## config.mk

```make
export PLATFORM = sky130hd
export DESIGN_NAME = spi_xfer_engine
export DESIGN_NICKNAME = d
export VERILOG_FILES = /design/src/rtl/spi_pkg.sv /design/src/rtl/spi_clkgen.sv /design/src/rtl/spi_xfer_engine.sv
export SDC_FILE = /design/constraint.sdc
export NUM_CORES = 1
export LEC_CHECK = 0
export ABC_AREA = 0
export BUFFER_PORTS_ARGS = -buffer_cell sky130_fd_sc_hd__buf_2
export CAP_MARGIN = 25
export CORE_ASPECT_RATIO = 0.7
export CORE_MARGIN = 4
export CORE_UTILIZATION = 45
export CTS_CLUSTER_DIAMETER = 50
export DETAILED_ROUTE_END_ITERATION = 12
export PLACE_DENSITY = 0.67
export SLEW_MARGIN = 10
export SYNTH_ARGS = -nofsm -noshare
export SYNTH_HDL_FRONTEND = slang
export SYNTH_SLANG_ARGS = --single-unit
```

## constraint.sdc

```tcl
create_clock -name clk -period 3.13 [get_ports clk]
set_clock_uncertainty 0.1 [all_clocks]
set_input_delay 0 -clock clk [delete_from_list [all_inputs] [get_ports clk]]
set_output_delay 0 -clock clk [all_outputs]
set_load 0.01 [all_outputs]
```

## src/rtl/spi_pkg.sv

```systemverilog
// -----------------------------------------------------------------------------
// spi_pkg
// Shared definitions for the SPI master shift engine:
//   - spi_state_e     : engine state (IDLE / SETUP / SHIFT / HOLD)
//   - SPI_MODE0..3    : {cpol, cpha} encodings of the four SPI modes
//   - SPI_W_DEFAULT   : default transfer word width
//   - SPI_DIV_W_DEFAULT : default width of the clock-divider field
// -----------------------------------------------------------------------------
package spi_pkg;

    localparam int unsigned SPI_W_DEFAULT     = 32;
    localparam int unsigned SPI_DIV_W_DEFAULT = 8;

    typedef enum logic [1:0] {
        ST_IDLE  = 2'd0,
        ST_SETUP = 2'd1,
        ST_SHIFT = 2'd2,
        ST_HOLD  = 2'd3
    } spi_state_e;

    // {cpol, cpha}
    localparam logic [1:0] SPI_MODE0 = 2'b00;
    localparam logic [1:0] SPI_MODE1 = 2'b01;
    localparam logic [1:0] SPI_MODE2 = 2'b10;
    localparam logic [1:0] SPI_MODE3 = 2'b11;

endpackage : spi_pkg

```

## src/rtl/spi_clkgen.sv

```systemverilog
// -----------------------------------------------------------------------------
// spi_clkgen
// Half-period timer and SCLK generator for spi_xfer_engine.
// The down-counter paces every non-idle phase (SETUP, each SCLK half period,
// HOLD); SCLK toggles and the edge counter advances only while shifting.
//
// Ports:
//   clk, rst          : system clock, asynchronous active-high reset
//   start_i           : accepted start; latches clk_div_i, clears edge count
//   busy_i            : engine is not idle
//   shift_i           : engine is in the SHIFT phase
//   clk_div_i [DIV_W] : half-period minus 1 (live input, latched on start)
//   cpol_i            : SCLK idle level, followed while idle
//   tick_o            : current phase interval expires this cycle
//   lead_edge_o       : a leading SCLK edge is issued this cycle
//   trail_edge_o      : a trailing SCLK edge is issued this cycle
//   last_edge_o       : edge counter sits at the final edge (2W-1)
//   sclk_o            : registered serial clock
// -----------------------------------------------------------------------------
module spi_clkgen
    import spi_pkg::*;
#(
    parameter int unsigned W     = SPI_W_DEFAULT,
    parameter int unsigned DIV_W = SPI_DIV_W_DEFAULT
) (
    input  logic             clk,
    input  logic             rst,
    input  logic             start_i,
    input  logic             busy_i,
    input  logic             shift_i,
    input  logic [DIV_W-1:0] clk_div_i,
    input  logic             cpol_i,
    output logic             tick_o,
    output logic             lead_edge_o,
    output logic             trail_edge_o,
    output logic             last_edge_o,
    output logic             sclk_o
);

    localparam int unsigned     EW        = $clog2(2 * W);
    localparam logic [EW-1:0]   LAST_EDGE = EW'(2 * W - 1);

    logic [DIV_W-1:0] div_q;
    logic [DIV_W-1:0] cnt_q, cnt_d;
    logic [EW-1:0]    edge_q, edge_d;
    logic             sclk_q, sclk_d;
    logic             tick;
    logic             last_edge;

    assign tick      = busy_i && (cnt_q == '0);
    assign last_edge = (edge_q == LAST_EDGE);

    // NOTE: every variable gets a default at the top of always_comb so no
    // path leaves it unassigned; otherwise synthesis infers a latch.
    always_comb begin
        cnt_d  = cnt_q;
        edge_d = edge_q;
        sclk_d = sclk_q;
        if (!busy_i) begin
            // While idle the counter tracks the live divider so the first
            // SETUP cycle already holds the value latched with start.
            cnt_d  = clk_div_i;
            sclk_d = cpol_i;
        end else if (tick) begin
            // Count down to zero and reload: clk_div = all-ones never wraps.
            cnt_d = div_q;
            if (shift_i) begin
                sclk_d = ~sclk_q;
                if (!last_edge) begin
                    edge_d = edge_q + EW'(1);
                end
            end
        end else begin
            cnt_d = cnt_q - DIV_W'(1);
        end
        if (start_i) begin
            edge_d = '0;
        end
    end

    // NOTE: sequential state uses non-blocking assignments only, so every
    // register samples the pre-edge values of its peers.
    always_ff @(posedge clk or posedge rst) begin
        if (rst) begin
            div_q  <= '0;
            cnt_q  <= '0;
            edge_q <= '0;
            sclk_q <= 1'b0;
        end else begin
            if (start_i) begin
                div_q <= clk_div_i;
            end
            cnt_q  <= cnt_d;
            edge_q <= edge_d;
            sclk_q <= sclk_d;
        end
    end

    assign tick_o       = tick;
    assign lead_edge_o  = tick && shift_i && !edge_q[0];
    assign trail_edge_o = tick && shift_i &&  edge_q[0];
    assign last_edge_o  = last_edge;
    assign sclk_o       = sclk_q;

endmodule : spi_clkgen

```

## src/rtl/spi_xfer_engine.sv

```systemverilog
// -----------------------------------------------------------------------------
// spi_xfer_engine
// Full-duplex SPI master shift engine. Accepts one word with a start pulse,
// shifts it out MSB first on spi_mosi while sampling spi_miso, and returns the
// received word with a one-cycle rx_valid pulse. SCLK timing and CPOL/CPHA
// handling come from spi_clkgen; this level holds the FSM and shift registers.
//
// Ports:
//   clk, rst        : system clock, asynchronous active-high reset
//   start           : transfer request, taken only while ready = 1
//   tx_data [W]     : word to send (latched on accepted start)
//   clk_div [DIV_W] : SCLK half-period minus 1 in clk cycles (latched)
//   cpol, cpha      : SPI mode (latched)
//   ready           : idle, can accept start
//   rx_data [W]     : last received word, held until the next completion
//   rx_valid        : one-cycle pulse when rx_data updates
//   spi_sclk, spi_mosi, spi_cs_n : serial outputs (all registered)
//   spi_miso        : serial input
// -----------------------------------------------------------------------------
module spi_xfer_engine
    import spi_pkg::*;
#(
    parameter int unsigned W     = SPI_W_DEFAULT,
    parameter int unsigned DIV_W = SPI_DIV_W_DEFAULT
) (
    input  logic             clk,
    input  logic             rst,
    input  logic             start,
    input  logic [W-1:0]     tx_data,
    input  logic [DIV_W-1:0] clk_div,
    input  logic             cpol,
    input  logic             cpha,
    output logic             ready,
    output logic [W-1:0]     rx_data,
    output logic             rx_valid,
    output logic             spi_sclk,
    output logic             spi_mosi,
    input  logic             spi_miso,
    output logic             spi_cs_n
);

    spi_state_e   state_q, state_d;
    logic [W-1:0] tx_sr_q, tx_sr_d;
    logic [W-1:0] rx_sr_q, rx_sr_d;
    logic [W-1:0] rx_data_q, rx_data_d;
    logic         rx_valid_q, rx_valid_d;
    logic         ready_q, ready_d;
    logic         cs_n_q, cs_n_d;
    logic         mosi_q, mosi_d;
    logic         cpha_q, cpha_d;

    logic accept;
    logic tick, lead_edge, trail_edge, last_edge;

    assign accept = start && (state_q == ST_IDLE);

    spi_clkgen #(
        .W     (W),
        .DIV_W (DIV_W)
    ) u_clkgen (
        .clk          (clk),
        .rst          (rst),
        .start_i      (accept),
        .busy_i       (state_q != ST_IDLE),
        .shift_i      (state_q == ST_SHIFT),
        .clk_div_i    (clk_div),
        .cpol_i       (cpol),
        .tick_o       (tick),
        .lead_edge_o  (lead_edge),
        .trail_edge_o (trail_edge),
        .last_edge_o  (last_edge),
        .sclk_o       (spi_sclk)
    );

    always_comb begin
        state_d    = state_q;
        tx_sr_d    = tx_sr_q;
        rx_sr_d    = rx_sr_q;
        rx_data_d  = rx_data_q;
        rx_valid_d = 1'b0;
        mosi_d     = mosi_q;
        cpha_d     = cpha_q;

        unique case (state_q)
            ST_IDLE: begin
                if (start) begin
                    tx_sr_d = tx_data;
                    rx_sr_d = '0;
                    cpha_d  = cpha;
                    // CPHA=0 presents the MSB before the first SCLK edge.
                    if (!cpha) begin
                        mosi_d = tx_data[W-1];
                    end
                    state_d = ST_SETUP;
                end
            end

            ST_SETUP: begin
                if (tick) begin
                    state_d = ST_SHIFT;
                end
            end

            ST_SHIFT: begin
                if (lead_edge) begin
                    if (cpha_q) begin
                        mosi_d  = tx_sr_q[W-1];
                        tx_sr_d = {tx_sr_q[W-2:0], 1'b0};
                    end else begin
                        rx_sr_d = {rx_sr_q[W-2:0], spi_miso};
                    end
                end
                if (trail_edge) begin
                    if (cpha_q) begin
                        rx_sr_d = {rx_sr_q[W-2:0], spi_miso};
                    end else if (!last_edge) begin
                        // MSB already went out in SETUP; bit W-2 is next.
                        mosi_d  = tx_sr_q[W-2];
                        tx_sr_d = {tx_sr_q[W-2:0], 1'b0};
                    end
                end
                if (tick && last_edge) begin
                    state_d = ST_HOLD;
                end
            end

            ST_HOLD: begin
                if (tick) begin
                    rx_data_d  = rx_sr_q;
                    rx_valid_d = 1'b1;
                    state_d    = ST_IDLE;
                end
            end

            default: state_d = ST_IDLE;
        endcase

        // Status outputs are registered copies of the next state.
        cs_n_d  = (state_d == ST_IDLE);
        ready_d = (state_d == ST_IDLE);
    end

    // NOTE: shift registers are reset along with the FSM so a transfer cut
    // short by reset can never leak stale bits into a later rx_data.
    always_ff @(posedge clk or posedge rst) begin
        if (rst) begin
            state_q    <= ST_IDLE;
            tx_sr_q    <= '0;
            rx_sr_q    <= '0;
            rx_data_q  <= '0;
            rx_valid_q <= 1'b0;
            ready_q    <= 1'b1;
            cs_n_q     <= 1'b1;
            mosi_q     <= 1'b0;
            cpha_q     <= 1'b0;
        end else begin
            state_q    <= state_d;
            tx_sr_q    <= tx_sr_d;
            rx_sr_q    <= rx_sr_d;
            rx_data_q  <= rx_data_d;
            rx_valid_q <= rx_valid_d;
            ready_q    <= ready_d;
            cs_n_q     <= cs_n_d;
            mosi_q     <= mosi_d;
            cpha_q     <= cpha_d;
        end
    end

    assign ready    = ready_q;
    assign rx_data  = rx_data_q;
    assign rx_valid = rx_valid_q;
    assign spi_mosi = mosi_q;
    assign spi_cs_n = cs_n_q;

endmodule : spi_xfer_engine
```

==> results of run 1 <==
## metrics by stage
stage                     worst slack (ps)  power (uW)  instance area (sq um)  utilization, %
final                                  553        6280                   7210            61.2
after floorplan                        939        3440                   5440               -
after CTS                              544        6320                   7180            61.0
after detailed placement               551        3850                   6000            51.0
after global routing                   379        6660                   7210            61.2
after global placement                 707        3760                   6000            51.0
## logic make-up (layout without fill, tap and decap cells)
family	after synthesis	after routing	synth area share, %
simple gates	210	210	16.4
flops	125	125	57.6
compound gates	105	105	13.7
buf+inv	43	181	3.62
mux	33	33	6.84
xor+xnor	7	7	1.13
fa+ha+maj	3	3	0.691
## worst paths after layout
kind	from	end	slack, ps	cells after the start
setup / recovery	u_clkgen.cnt_q[0]	tx_sr_q[14]	550	8
hold / removal	rst	rx_data[18]	150	4
setup reg to reg	u_clkgen.cnt_q[0]	tx_sr_q[14]	550	8
hold reg to reg	u_clkgen.div_q[3]	u_clkgen.div_q[3]	370	2
max in group asynchronous	rst	spi_cs_n	2140	5
min in group clk	clk_div[2]	u_clkgen.div_q[2]	240	4
## cells in the final DEF (no fill, tap or decap), types with 2 or more instances in the layout
master	netlist	final
inv_1	8	7
dlygate4sd3_1	0	45
clkbuf_16	0	17
o31ai_1	3	3
a31oi_1	4	4
nor2b_1	3	3
a21o_1	2	2
or2_2	2	2
a21oi_1	5	5
nor2_1	44	44
o22ai_1	3	3
nand4_1	2	2
nor3_1	4	4
nor4_4	2	2
ha_1	3	3
xnor2_1	6	6
bufinv_16	0	8
buf_4	1	12
o21ai_0	51	51
dfrtp_1	124	124
clkinvlp_4	0	4
mux2_2	33	33
clkinv_4	0	3
nand3_1	4	4
a221o_1	31	31
buf_2	7	82
nor3b_1	2	2
nand2_1	139	138
and2_1	2	2
## worst reg2reg max path, cell delays in order, from the launching register on
cell,delay [ps]
dfrtp_1,400
inv_1,100
ha_1,140
nor3b_2,400
nand2_4,210
a2111oi_4,360
buf_4,370
nor2_1,110
a221o_1,280
## routing by layer
layer | up-vias | track usage (%) | part of all wire [%]
met5 | - | 0 | 0
met4 | 0 | 7.52 | 1.7
li1 | 2062 | - | -
met3 | 22 | 5.71 | 5.1
met1 | 2110 | 25.0 | 48
met2 | 125 | 28.5 | 45
## power groups by stage
stage	Clock, uW	Sequential [uW]	Combinational [uW]
floorplan	0	2540	896
global placement	0	2630	1130
detailed placement	0	2640	1210
CTS	2440	2630	1260
global route	2510	2720	1430
finish	2400	2630	1250
## final cells by class
cell class | count | area [sq um]
repair buffers | 141 | 998
flip-flops and latches | 125 | 3130
fillers | 944 | 4560
clock inverters | 14 | 289
clock buffers | 18 | 439
multi-input cells | 358 | 2120
inverters | 8 | 33.8
well taps | 157 | 196
## state kept, by name (all words and copies together), names as in the netlist
| signal | count |
|---|---|
| cpha_q | 1 |
| rx_data | 32 |
| rx_sr_q | 32 |
| rx_valid | 1 |
| spi_cs_n | 1 |
| spi_mosi | 1 |
| state_q | 2 |
| tx_sr_q | 32 |
| u_clkgen.cnt_q | 8 |
| u_clkgen.div_q | 8 |
| u_clkgen.edge_q | 6 |
| u_clkgen.sclk_o | 1 |
==> out/metrics.cfg, run 1 <==
[logic_synthesis]
netlist-cell-type-count=40
synth.top_cells.by_area=dfrtp_1 (57%), nand2_1 (9.6%), mux2_2 (6.8%), a221o_1 (5.7%), o21ai_0 (4.7%)
avgSynthCellArea_sq_um=10.3
synth_common_cells=nand2_1 (139), dfrtp_1 (124), o21ai_0 (51)
yosysMostFrequentCell=nand2_1
syn_area_sq_mm=0.00543
synth_area_leader_cell=dfrtp_1
seq_area_frac_synth_pct=57.6
ys.flop_type=dfrtp_1
synth-edff-count=0
async_flop_share_pct=100
ys_seq_elements=125
netlist.area_leader.share_pct=57.1
ys_warn_count=0
syn_nets=575
netlist_instances=526

[sta]
fin_crit_sh_pct=82.3
final-setup-viol-count=0
final-hold-violation-count=0
maxSlewViolCount=0
rsz0062_at_grt=no
worst_pin_slew_ps=806
maxSlewHeadroom_pct=46.1
holdWs_ps=154
tns_ps=0
min_period_ps=2580
fmax_mhz=388

[critical_path]
crit_type=reg -> reg
crit_chain=inv_1 -> ha_1 -> nor3b_2 -> nand2_4 -> a2111oi_4 -> buf_4 -> nor2_1 -> a221o_1
critPathMaxStageDelay_ps=400
endpoint_kind=register
critical_path_required_ps=3320
cp-start-kind=register
cp_top_family=simple AND/OR/NAND/NOR gates
cpMaxStageDelayCell=dfrtp_1
critPathBufInv=2
cp.arrival_ps=2770
worstPathMaxFanout=32

[cts]
cts_hold_buf=45
numCtsBuffers=17
post_cts_resized=0
cts_buffer_depth=2
cts_tree=built
post_cts.repair.setup_buffers=0
clock_sinks=125
root_buffer=clkbuf_16
htreeDepth=4
clk_latency_ps=410
clk_pin_slew_ps=60

[global_routing]
grt_max_degree=82
grt_pass1_vias=4336
grt_pass1_wl_mm=20.9
antenna_found_initial=0
grt.overflow.total=0
grt_usage_pct=18.6

[pwr]
switching_power_uw=1810
switching_share_pct=28.8
sequentialPowerShare_pct=41.9
pwr-share-comb_pct=19.8
vdd_drop_max_uv=396
p_leak_uw=0.00354
p_int_uw=4480
p_per_area_mw_per_mm2=872
p_clk_share_pct=38.2

[drt]
drc=0
dr.pass1.iters=5
drt_iter0_markers=275
vias_per_cell=5.26
drt_wl_total_mm=12.2
vias=4319
antenna_left=0
wire_per_inst_microns=14.9

[die]
initial_core_util_pct=46.2
core_area_sq_mm=0.0118
num_rows=33
die_x_microns=139
io_pins=83
die_area_sq_mm=0.0139
chipHeight_microns=99.9

[cells_and_area]
synthToLayoutAreaGrowth_pct=32.7
final_nets=700
layout-drive-gt1-share_pct=25.9
post_layout_nonfiller_instances=821
diodes=0

[flow_run]
maxCapViolCount=0

[place]
io_buffers=82
dp_hpwl_mm=7.81
dp.cells=743
gp_congestion=0.830

[run_status]
status=complete, no violations

[min_path]
worstHoldPathType=in -> async

Power figures use the tool's default switching activity.
==> run 2: changes to the inputs <==
--- a/config.mk
+++ b/config.mk
@@ -13,7 +13,7 @@
 export CORE_UTILIZATION = 45
 export CTS_CLUSTER_DIAMETER = 50
 export DETAILED_ROUTE_END_ITERATION = 12
-export PLACE_DENSITY = 0.67
+export PLACE_DENSITY = 0.65
 export SLEW_MARGIN = 10
 export SYNTH_ARGS = -nofsm -noshare
 export SYNTH_HDL_FRONTEND = slang
==> constraint.sdc (replaced) <==
create_clock -name clk -period 2.5 [get_ports clk]
set_clock_uncertainty 0.1 [all_clocks]
set_input_delay 0 -clock clk [delete_from_list [all_inputs] [get_ports clk]]
set_output_delay 0 -clock clk [all_outputs]
set_load 0.01 [all_outputs]
==> run 2 against run 1 <==
Against the previous run: combinational power up 28%; routed wire length up 0.25%; clock power down 8%; cell count unchanged; via count down 1.3%; register-to-register slack worse by 350 ps; worst hold slack better by 45 ps; fmax up 12%; critical endpoint is now tx_sr_q[28]; largest cell class unchanged; highest routed layer unchanged; sequential cell count unchanged.
==> out/metrics.cfg, run 2 (synthesis results as in run 1) <==
[critical_path]
cpMaxStageDelayCell=dfrtp_1  ; unchanged
rr_worst_depth=8  ; unchanged
critPathBufInv=2  ; unchanged
cp_top_family=compound AO/OA/AOI/OAI gates  ; was simple AND/OR/NAND/NOR gates
reg2reg_from=u_clkgen.cnt_q[0]  ; unchanged
worstPathMaxFanout=32  ; unchanged
path_depth=8  ; unchanged
crit_type=reg -> reg  ; unchanged
cp-startpoint=u_clkgen.cnt_q[0]  ; unchanged
critPathMaxStageDelay_ps=410  ; was 400 ps
endpoint_kind=register  ; unchanged
critical_path_required_ps=2680  ; was 3320 ps
cp-start-kind=register  ; unchanged
cp.arrival_ps=2480  ; was 2770 ps
reg2reg_setup_slack_ps=210  ; was 550 ps
crit_path_end=tx_sr_q[28]  ; was tx_sr_q[14]
crit_chain=inv_1 -> ha_1 -> nor3b_4 -> nand2_4 -> a2111oi_4 -> buf_12 -> nor2_1 -> a221o_1  ; was inv_1 -> ha_1 -> nor3b_2 -> nand2_4 -> a2111oi_4 -> buf_4 -> nor2_1 -> a221o_1
r2r-end=tx_sr_q[28]  ; was tx_sr_q[14]

[global_routing]
grt.overflow.total=0  ; unchanged
grt_usage_pct=18.5  ; was 18.6%
grt_pass1_wl_mm=20.8  ; was 20.9 mm
grt_pass1_vias=4172  ; was 4336
grt_max_degree=69  ; was 82
antenna_found_initial=0  ; unchanged

[drt]
vias_per_cell=5.19  ; was 5.26
drt_iter0_markers=300  ; was 275
wire_per_inst_microns=14.9  ; about the same
drt_wl_total_mm=12.3  ; was 12.2 mm
drc=0  ; unchanged
vias=4263  ; was 4319
dr.pass1.iters=4  ; was 5
antenna_left=0  ; unchanged

[cells_and_area]
layout-drive-gt1-share_pct=26.1  ; was 25.9%
synthToLayoutAreaGrowth_pct=30.7  ; was 32.7%
postLayoutCoreUtil_pct=60.3  ; was 61.2%
final_common_cell=nand2_1  ; unchanged
design_area_sq_mm=0.00710  ; was 0.00721 sq mm
post_layout_nonfiller_instances=821  ; unchanged
final_nets=700  ; unchanged
diodes=0  ; unchanged
final_cell_mix=nand2_1 (138), dfrtp_1 (124), buf_2 (82)  ; unchanged

[sta]
fmax_mhz=436  ; was 388 MHz
final-hold-violation-count=0  ; unchanged
min_period_ps=2290  ; was 2580 ps
holdWs_ps=200  ; was 154 ps
fin_crit_sh_pct=91.7  ; was 82.3%
maxSlewHeadroom_pct=43.8  ; was 46.1%
worst_pin_slew_ps=842  ; was 806 ps
maxSlewViolCount=0  ; unchanged
tns_ps=0  ; unchanged
final-setup-viol-count=0  ; unchanged
rsz0062_at_grt=no  ; unchanged

[die]
chipHeight_microns=99.9  ; unchanged
num_rows=33  ; unchanged
die_x_microns=139  ; unchanged
core_area_sq_mm=0.0118  ; unchanged
initial_core_util_pct=46.2  ; unchanged
io_pins=83  ; unchanged
die_area_sq_mm=0.0139  ; unchanged

[place]
io_buffers=82  ; unchanged
dp.cells=744  ; was 743
gp_congestion=0.796  ; was 0.830
dpl_cell_area_sq_mm=0.00610  ; was 0.00600 sq mm
dp_hpwl_mm=7.79  ; was 7.81 mm

[min_path]
worstHoldPathType=in -> async  ; unchanged

[cts]
root_buffer=clkbuf_16  ; unchanged
clock_sinks=125  ; unchanged
cts_tree=built  ; unchanged
numCtsBuffers=17  ; unchanged
clk_pin_slew_ps=60  ; about the same
clk_latency_ps=410  ; about the same
cts_buffer_depth=2  ; unchanged
post_cts.repair.setup_buffers=0  ; unchanged
htreeDepth=4  ; unchanged

[run_status]
status=complete, no violations  ; unchanged

[pwr]
p_per_area_mw_per_mm2=1000  ; was 872 mW/mm^2
vdd_drop_max_uv=524  ; was 396 uV
p_leak_uw=0.00348  ; was 0.00354 uW

[flow_run]
maxCapViolCount=0  ; unchanged

-- run 2: area by class of cell --
| cell class | count | area (sq um) |
|---|---|---|
| flip-flops and latches | 125 | 3130 |
| fillers | 978 | 4670 |
| clock buffers | 17 | 425 |
| well taps | 157 | 196 |
| inverters | 8 | 33.8 |
| multi-input cells | 358 | 2130 |
| repair buffers | 141 | 1070 |
| clock inverters | 15 | 116 |
-- run 2: worst min-delay path by stage --
stage,start,end,slack (ps),cells past startpoint
after floorplan,clk_div[0],u_clkgen.div_q[0],5,2
after global placement,rst,rx_data[18],100,2
after detailed placement,rst,rx_data[18],110,2
after CTS,clk_div[2],u_clkgen.div_q[2],220,4
after global routing,clk_div[4],u_clkgen.div_q[4],250,4
final,rst,rx_sr_q[15],200,3
-- run 2: routing by layer --
metal | GRT usage, % | wire, microns
met5 | 0 | 0
met2 | 29.2 | 5690
met4 | 4.89 | 161
met3 | 5.81 | 653
met1 | 25.2 | 5770
-- run 2: worst reg2reg max path, delay by kind of cell (launching register included) --
family	cells	cell delay [ps]
adder cells (fa/ha/maj)	1	150
AO/OA/AOI/OAI	2	660
buffers and inverters	2	330
AND/OR/NAND/NOR	3	520
flip-flops	1	410
-- run 2: power by group --
group | leakage [uW] | internal (uW) | switching [uW]
sequential | 0.00163 | 2740 | 564
combinational | 0.00159 | 784 | 817
clock | 0.000260 | 1280 | 937
total | 0.00348 | 4800 | 2320
-- run 2: through the flow --
stage	total power [uW]	setup WS, ps
6_report	7120	207
5_1_grt	7590	60.1
4_1_cts	7160	103
3_5_place_dp	4850	114
3_3_place_gp	4740	173
2_1_floorplan	4300	309
-- run 2: what timing repair did --
action / CTS / global route
hold endpoints to repair: 86 / 0
hold buffers: 45 / 0
setup endpoints to repair: 0 / 4
resized for setup: 0 / 3
==> run 3: changes to the inputs <==
--- a/config.mk
+++ b/config.mk
@@ -9,7 +9,7 @@
 export BUFFER_PORTS_ARGS = -buffer_cell sky130_fd_sc_hd__buf_2
 export CAP_MARGIN = 25
 export CORE_ASPECT_RATIO = 0.7
-export CORE_MARGIN = 4
+export CORE_MARGIN = 1
 export CORE_UTILIZATION = 45
 export CTS_CLUSTER_DIAMETER = 50
 export DETAILED_ROUTE_END_ITERATION = 12
==> constraint.sdc (replaced) <==
create_clock -name clk -period 2.6 [get_ports clk]
set_clock_uncertainty 0.1 [all_clocks]
set_input_delay 0 -clock clk [delete_from_list [all_inputs] [get_ports clk]]
set_output_delay 0 -clock clk [all_outputs]
set_load 0.01 [all_outputs]
==> run 3 against run 2 <==
Against the previous run: via count rose by 0.66%; clock-buffer cell count rose by 6; register-to-register slack barely moved; combinational power fell by 5%; clock power rose by 4%.
==> out/metrics.cfg, run 3 (synthesis results as in run 1) <==
[critical_path]
critPathBufInv=2  ; unchanged
cp_top_family=compound AO/OA/AOI/OAI gates  ; unchanged
worstPathMaxFanout=32  ; unchanged
rr_worst_depth=8  ; unchanged
path_depth=8  ; unchanged
reg2reg_from=u_clkgen.cnt_q[0]  ; unchanged
cpMaxStageDelayCell=a2111oi_4  ; was dfrtp_1
crit_type=reg -> reg  ; unchanged
r2r-end=tx_sr_q[29]  ; was tx_sr_q[28]
cp-startpoint=u_clkgen.cnt_q[0]  ; unchanged
critPathMaxStageDelay_ps=420  ; was 410 ps
reg2reg_setup_slack_ps=210  ; about the same
cp-start-kind=register  ; unchanged
critical_path_required_ps=2770  ; was 2680 ps
endpoint_kind=register  ; unchanged
crit_chain=inv_1 -> ha_1 -> nor3b_4 -> nand2_4 -> a2111oi_4 -> buf_12 -> nor2_1 -> a221o_1  ; unchanged
cp.arrival_ps=2560  ; was 2480 ps

[sta]
maxSlewViolCount=0  ; unchanged
fmax_mhz=419  ; was 436 MHz
layout_setup_ws_ps=211  ; was 207 ps
worst_pin_slew_ps=691  ; was 842 ps
final-hold-violation-count=0  ; unchanged
min_period_ps=2390  ; was 2290 ps
maxSlewHeadroom_pct=53.4  ; was 43.8%
fin_crit_sh_pct=91.9  ; was 91.7%
rsz0062_at_grt=no  ; unchanged
tns_ps=0  ; unchanged
final-setup-viol-count=0  ; unchanged

[cells_and_area]
layout-drive-gt1-share_pct=25.5  ; was 26.1%
design_area_sq_mm=0.00710  ; about the same
regArea_sq_mm=0.00313  ; unchanged
final_cell_mix=nand2_1 (138), dfrtp_1 (124), buf_2 (82)  ; unchanged
diodes=0  ; unchanged
multiInputGateArea_sq_mm=0.00213  ; about the same
synthToLayoutAreaGrowth_pct=30.7  ; about the same
final_nets=701  ; was 700
final_common_cell=nand2_1  ; unchanged
post_layout_nonfiller_instances=820  ; was 821
nFillCells=990  ; was 978

[pwr]
p_per_area_mw_per_mm2=984  ; was 1000 mW/mm^2
vdd_drop_max_uv=495  ; was 524 uV
switching_share_pct=30.1  ; was 32.6%
pwr-share-comb_pct=21.7  ; was 22.5%
p_int_uw=4880  ; was 4800 uW
sequentialPowerShare_pct=45.5  ; was 46.4%
p_clk_share_pct=32.8  ; was 31.1%
fin_total_pwr_uw=6980  ; was 7120 uW
switching_power_uw=2100  ; was 2320 uW
p_leak_uw=0.00349  ; was 0.00348 uW

[global_routing]
grt_pass1_vias=4175  ; was 4172
grt_usage_pct=20.7  ; was 18.5%
grt_pass1_wl_mm=20.2  ; was 20.8 mm
grt.overflow.total=0  ; unchanged
antenna_found_initial=0  ; unchanged
grt_max_degree=126  ; was 69

[drt]
drt_wl_total_mm=11.9  ; was 12.3 mm
drt_iter0_markers=236  ; was 300
vias_per_cell=5.23  ; was 5.19
vias=4291  ; was 4263
wire_per_inst_microns=14.6  ; was 14.9 microns
antenna_left=0  ; unchanged
drc=0  ; unchanged
dr.pass1.iters=5  ; was 4

[cts]
post_cts.repair.setup_buffers=0  ; unchanged
clock_sinks=125  ; unchanged
htreeDepth=4  ; unchanged
numCtsBuffers=17  ; unchanged
clk_latency_ps=400  ; was 410 ps
clk_pin_slew_ps=50  ; was 60 ps
root_buffer=clkbuf_16  ; unchanged
cts_tree=built  ; unchanged
cts_buffer_depth=2  ; unchanged

[die]
chipHeight_microns=93.9  ; was 99.9 microns
die_area_sq_mm=0.0125  ; was 0.0139 sq mm
num_rows=33  ; unchanged
io_pins=83  ; unchanged
core_area_sq_mm=0.0117  ; was 0.0118 sq mm
die_x_microns=133  ; was 139 microns
initial_core_util_pct=46.3  ; was 46.2%

[place]
dp.cells=745  ; was 744
gp_congestion=0.823  ; was 0.796
dp_hpwl_mm=7.44  ; was 7.79 mm
io_buffers=82  ; unchanged
dpl_cell_area_sq_mm=0.00607  ; was 0.00610 sq mm
pre_cts_ws_ps=136  ; was 114 ps

[min_path]
worstHoldPathType=in -> async  ; unchanged

[run_status]
status=complete, no violations  ; unchanged

[flow_run]
maxCapViolCount=0  ; unchanged

-- run 3: metal layers --
metal	vias up	global-route usage (%)	part of all wire, %
met5	-	0	0
met2	117	32.1	46
met3	11	5.61	4.9
met1	2090	28.0	48
li1	2073	-	-
met4	0	7.20	0.86
-- run 3: area by class of cell --
class | instances | share of cell area, %
Sequential cell | 125 | 44.1
Multi-Input combinational cell | 358 | 30.0
Timing Repair Buffer | 142 | 14.6
Inverter | 8 | 0.476
Clock buffer | 23 | 6.87
Tap cell | 157 | 2.77
Clock inverter | 7 | 1.23
-- run 3: stage by stage --
step	util (%)	hold WS, ps
floorplan	-	5.44
global placement	51.7	103
detailed placement	51.7	113
CTS	60.5	221
global route	60.5	261
finish	60.5	233
-- run 3: power by group through the flow --
stage	registers, uW	logic [uW]	clock network [uW]
6_report	3180	1520	2290
3_3_place_gp	3160	1390	0
5_1_grt	3270	1740	2420
3_5_place_dp	3180	1470	0
2_1_floorplan	3060	1080	0
4_1_cts	3170	1530	2340
-- run 3: what timing repair did --
| item | in CTS | in global routing |
|---|---|---|
| endpoints found under the hold margin | 176 | 0 |
| resized for setup | 0 | 1 |
| endpoints found under the setup margin | 0 | 11 |
| hold buffers | 45 | 0 |
-- run 3: how the worst max path moves through the flow --
stage,end,slack (ps)
global placement,tx_sr_q[12],270
floorplan,tx_sr_q[18],410
detailed placement,tx_sr_q[9],140
finish,tx_sr_q[29],210
global route,tx_sr_q[22],90
CTS,tx_sr_q[29],120
-- run 3: tightest hold or removal path, cell delays in order --
cell	delay (ps)
dlygate4sd3_1	530
buf_2	130
clkinvlp_4	80
buf_12	480
